## src/rtl/efuse_readout.sv

```systemverilog
// eFuse read capture: watches CSB/SCLK from the control FSM, deserialises DOUT
// LSB-first on SCLK falling edges and reports completion, compare result and truncation.
//
// state    | meaning
// ---------+---------------------------------------------------------------
// IDLE     | waiting for CSB to fall while the controller is in read mode
// CAPTURE  | shifting DOUT in on every SCLK falling edge
// DONE     | one cycle: publish the word, compare result and valid pulse
// WAIT_CSB | word published, ignore further SCLK until CSB returns high

module efuse_readout #(
  parameter int WIDTH = 32
) (
  input  logic             clk,
  input  logic             rst,
  input  logic [1:0]       mode,
  input  logic             CSB,
  input  logic             SCLK,
  input  logic             DOUT,
  input  logic [WIDTH-1:0] expected,
  output logic [WIDTH-1:0] data_out,
  output logic             data_valid,
  output logic             match,
  output logic             busy,
  output logic             short_read
);

  localparam int CW = $clog2(WIDTH) + 1;
  localparam int IW = (WIDTH > 1) ? $clog2(WIDTH) : 1;
  localparam logic [CW-1:0] LAST_BIT = CW'(WIDTH - 1);
  localparam logic [1:0] MODE_READ = 2'b10;

  typedef enum logic [1:0] {
    IDLE     = 2'd0,
    CAPTURE  = 2'd1,
    DONE     = 2'd2,
    WAIT_CSB = 2'd3
  } state_t;

  state_t           state_q, state_d;
  logic [CW-1:0]    bit_cnt_q, bit_cnt_d;
  logic [WIDTH-1:0] shift_reg_q, shift_reg_d;
  logic [WIDTH-1:0] data_out_q, data_out_d;
  logic             data_valid_q, data_valid_d;
  logic             match_q, match_d;
  logic             short_read_q, short_read_d;
  logic             csb_prev_q, csb_prev_d;
  logic             sclk_prev_q, sclk_prev_d;

  logic csb_fall;
  logic csb_high;
  logic sclk_fall;

  assign csb_fall  = csb_prev_q & ~CSB;
  assign csb_high  = CSB;
  assign sclk_fall = sclk_prev_q & ~SCLK;

  always_comb begin
    state_d      = state_q;
    bit_cnt_d    = bit_cnt_q;
    shift_reg_d  = shift_reg_q;
    data_out_d   = data_out_q;
    match_d      = match_q;
    data_valid_d = 1'b0;
    short_read_d = 1'b0;
    csb_prev_d   = CSB;
    sclk_prev_d  = SCLK;

    case (state_q)
      IDLE: begin
        if (csb_fall && (mode == MODE_READ)) begin
          state_d     = CAPTURE;
          bit_cnt_d   = '0;
          shift_reg_d = '0;
        end
      end

      CAPTURE: begin
        if (sclk_fall) begin
          shift_reg_d[bit_cnt_q[IW-1:0]] = DOUT;
          bit_cnt_d = bit_cnt_q + 1'b1;
        end
        // A final bit landing together with CSB rising still counts as complete.
        if (sclk_fall && (bit_cnt_q == LAST_BIT)) begin
          state_d = DONE;
        end else if (csb_high) begin
          state_d      = IDLE;
          short_read_d = 1'b1;
          match_d      = 1'b0;
        end
      end

      DONE: begin
        data_out_d   = shift_reg_q;
        match_d      = (shift_reg_q == expected);
        data_valid_d = 1'b1;
        state_d      = WAIT_CSB;
      end

      WAIT_CSB: begin
        if (csb_high) begin
          state_d = IDLE;
        end
      end

      default: state_d = IDLE;
    endcase
  end

  always_ff @(posedge clk) begin
    if (rst) begin
      state_q      <= IDLE;
      bit_cnt_q    <= '0;
      shift_reg_q  <= '0;
      data_out_q   <= '0;
      data_valid_q <= 1'b0;
      match_q      <= 1'b0;
      short_read_q <= 1'b0;
      // Idle strobe levels, so the first cycle after reset sees no edge.
      csb_prev_q   <= 1'b1;
      sclk_prev_q  <= 1'b0;
    end else begin
      state_q      <= state_d;
      bit_cnt_q    <= bit_cnt_d;
      shift_reg_q  <= shift_reg_d;
      data_out_q   <= data_out_d;
      data_valid_q <= data_valid_d;
      match_q      <= match_d;
      short_read_q <= short_read_d;
      csb_prev_q   <= csb_prev_d;
      sclk_prev_q  <= sclk_prev_d;
    end
  end

  assign data_out   = data_out_q;
  assign data_valid = data_valid_q;
  assign match      = match_q;
  assign short_read = short_read_q;
  assign busy       = (state_q != IDLE);

endmodule

```

## config.mk

```make
export PLATFORM = sky130hd
export DESIGN_NAME = efuse_readout
export DESIGN_NICKNAME = d
export VERILOG_FILES = /design/src/rtl/efuse_readout.sv
export SDC_FILE = /design/constraint.sdc
export NUM_CORES = 1
export LEC_CHECK = 0
export ABC_AREA = 1
export CAP_MARGIN = 20
export CELL_PAD_IN_SITES_DETAIL_PLACEMENT = 0
export CELL_PAD_IN_SITES_GLOBAL_PLACEMENT = 1
export CORE_MARGIN = 5
export CORE_UTILIZATION = 38
export CTS_BUF_LIST = sky130_fd_sc_hd__clkbuf_8
export DETAILED_ROUTE_END_ITERATION = 10
export PLACE_DENSITY = 0.88
export SLEW_MARGIN = 20
export SYNTH_ARGS = -nofsm -noshare
export SYNTH_HDL_FRONTEND = slang
export SYNTH_SLANG_ARGS = --single-unit
```

## constraint.sdc

```tcl
create_clock -name clk -period 1.5 [get_ports clk]
set_input_delay 0.15 -clock clk [delete_from_list [all_inputs] [get_ports clk]]
set_output_delay 0.15 -clock clk [all_outputs]
set_load 0.02 [all_outputs]
```

==> impl_metrics.env <==
export IMPL_outcome="finished clean"
export IMPL_pin_count=75
export IMPL_place_area_um2=4770
export IMPL_post_cts_buffers=0
export IMPL_worstSkewPairLatency_ns=0.35
export IMPL_critical_path_max_stage_delay_ns=0.61
export IMPL_yosys_warnings=0
export IMPL_vias=3472
export IMPL_grtUsageTotal_pct=16.0
export IMPL_fill_cells=984
export IMPL_yosys_top_cells_count="nand2_1, dfxtp_1, inv_1"
export IMPL_rows=36
export IMPL_ys_seq_area_share_pct=41.7
export IMPL_hold_class="input port to flop"
export IMPL_drt_first_pass_iters=4
export IMPL_cts_buffers_inserted=9
export IMPL_synth_fp_nets=572
export IMPL_vias_per_cell=4.56
export IMPL_power_leakage_uw=0.00201
export IMPL_switchingPower_uw=890
export IMPL_routed_wl_mm=8.95
export IMPL_cp_max_fo=2
export IMPL_synth_ff_type="dfxtp_1"
export IMPL_root_buffer="clkbuf_8"
export IMPL_globalRouteOverflowTotal=0
export IMPL_pwr_share_seq_pct=54.4
export IMPL_path_clk_slew_ns=0.08
export IMPL_slew_headroom_pct=63.9
export IMPL_dieHeight_um=109
export IMPL_grt_pass1_wl_mm=15.2
export IMPL_grt_pass1_vias=3424
export IMPL_antenna_found_initial=0
export IMPL_core_area_um2=9640
export IMPL_crit_chain="clkdlybuf4s50_1"
export IMPL_final_core_util_pct=51.4
export IMPL_drive_above_1_share_pct=13.1
export IMPL_switching_share_pct=23.5
export IMPL_cp_top_family="buffers and inverters"
export IMPL_synth_distinct_cells=29
export IMPL_start_util_pct=38.3
export IMPL_antenna_cells=0
export IMPL_fin_skew_ns=0.00780
export IMPL_first_iter_violations=143
export IMPL_globalplace_congestion=0.823
export IMPL_synth_seq_cells=77
export IMPL_required_ns=1.35
export IMPL_period_needed_ns=1.45
export IMPL_dp_hpwl_mm=6.73
export IMPL_cap_violations=0
export IMPL_intPower_uw=2890
export IMPL_netlist_instances=529
export IMPL_ant_nets=0
export IMPL_hold_viol_final=0
export IMPL_final_area_um2=4950
export IMPL_die_area_um2=11800
export IMPL_rsz0062_at_grt="false"
export IMPL_p_per_area_nw_per_um2=764
export IMPL_start_kind="flop"
export IMPL_ir_drop_uv=378
export IMPL_htreeDepth=3
export IMPL_cts_tree="yes"
export IMPL_yosys_area_top_type_share_pct=41.7
export IMPL_synth_area_leaders="dfxtp_1, nand2_1, a21oi_1, inv_1, o21ai_0"
export IMPL_path_buf_inv=1
export IMPL_fin_nets=668
export IMPL_routedWlPerCell_um=11.8
export IMPL_drv_slew=0
export IMPL_yosysTopAreaCell="dfxtp_1"
export IMPL_cts_sinks=77
export IMPL_syn_mean_instance_area_um2=6.98
export IMPL_worstMarginPinSlew_ns=0.537
export IMPL_drc=0
export IMPL_syn_cell_area_um2=3690
export IMPL_setup_viol=0
export IMPL_grt_max_degree=65
export IMPL_async_reset_ff_share_pct=0
export IMPL_worstPathArrival_ns=1.30
export IMPL_p_comb_share_pct=9.2
export IMPL_critPathKind="flop to output port"
export IMPL_port_buffers=74
export IMPL_cp_slowest_cell="clkdlybuf4s50_1"
export IMPL_synth_most_common_cell="nand2_1"
export IMPL_synth_edff_count=0
export IMPL_p_clk_share_pct=36.4
export IMPL_cts_buffer_depth=2
export IMPL_min_period_over_period_pct=97.0
export IMPL_die_w_um=109
export IMPL_setup_tns_final_ns=0
export IMPL_area_growth_pct=34.1
export IMPL_cp_end_kind="output port"
export IMPL_max_freq_mhz=688
-- final timing paths --
| kind | endpoint | from | slack (ns) | depth (start not counted) |
|---|---|---|---|---|
| worst max-delay path | data_out[0] | data_out[0]$_SDFFE_PP0P_ | 0.05 | 1 |
| worst min-delay path | sclk_prev_q$_SDFF_PP0_ | SCLK | 0.35 | 3 |
| worst max register to register | shift_reg_q[31]$_SDFFE_PP0P_ | state_q[0]$_SDFFE_PP0N_ | 0.13 | 9 |
| worst min register to register | state_q[1]$_SDFFE_PP0N_ | state_q[1]$_SDFFE_PP0N_ | 0.48 | 2 |
-- worst register-to-register path: stages, from the launching register on --
cell     delay (ns)
dfxtp_2        0.36
inv_2          0.05
nand2_2        0.10
nor2_4         0.07
nor2_8         0.23
buf_4          0.17
inv_2          0.06
nand2_1        0.09
nand3_1        0.07
a21oi_1        0.12
-- layout by cell type, fill, tap and decap left out, types with 3 or more instances in the layout --
cell             netlist  layout
a21oi_1               65      65
a21oi_2                7       7
buf_12                 1       4
buf_4                  1      29
clkbuf_8               0      11
clkdlybuf4s50_1        0      72
dfxtp_1               77      72
dfxtp_2                0       5
ha_1                   4       4
inv_1                 66      67
inv_2                  3       3
nand2_1              148     147
nand2_2                9      10
nand3_1               10      10
nor2_1                32      31
nor2_4                 5       5
nor3_1                10      10
nor4_1                 6       6
o21ai_0               46      46
xnor2_1                9       9
-- layout make-up --
class                      count  area (um2)  share of cell area (%)
inverter                      70         263                    5.31
multi-input combinational    360        1770                    35.8
clock buffer                  11         151                    3.06
clock inverter                 3        13.8                   0.278
tap                          133         166                    3.36
timing repair buffer         107        1040                    21.0
sequential                    77        1550                    31.3
-- routing by layer --
layer / share of wire [%] / GRT usage (%) / wire, um
met5: 0 / 0 / 0
met3: 4.8 / 4.06 / 433
met1: 47 / 20.6 / 4210
met4: 1.6 / 5.23 / 141
met2: 47 / 26.2 / 4160
-- cells by family after synthesis --
kind of cell	count (synthesis)	synth area share, %
compound gates	120	17.1
simple gates	225	26.8
xor+xnor	11	2.61
flops	77	41.7
buf+inv	92	10.4
fa+ha+maj	4	1.36
-- registers in the layout, summed over array words and instances, names as in the netlist --
register / cells
sclk_prev_q: 1
data_valid: 1
shift_reg_q: 32
state_q: 2
short_read: 1
bit_cnt_q: 6
match: 1
csb_prev_q: 1
data_out: 32
-- per-stage QoR --
step	setup WS (ns)	instances	total power [uW]	hold WS [ns]
floorplan	0.108	529	2280	0.228
global placement	-0.103	747	2450	0.469
detailed placement	-0.165	747	2460	0.480
CTS	0.0162	761	3820	0.334
global route	0.00205	761	3960	0.343
finish	0.0455	761	3780	0.345
-- timing repair --
item | 4_1_cts | 5_1_grt
resized for setup | 1 | 8
endpoints found under the setup margin | 1 | 9
pin swaps | 0 | 1
hold buffers | 0 | 0
-- power by group through the flow --
stage	combinational (uW)	clock (uW)	sequential [uW]
floorplan	174	0	2110
global placement	348	0	2110
detailed placement	351	0	2110
CTS	353	1410	2060
global route	391	1510	2060
finish	349	1380	2060
No activity file was read; power rests on OpenSTA's default activity.
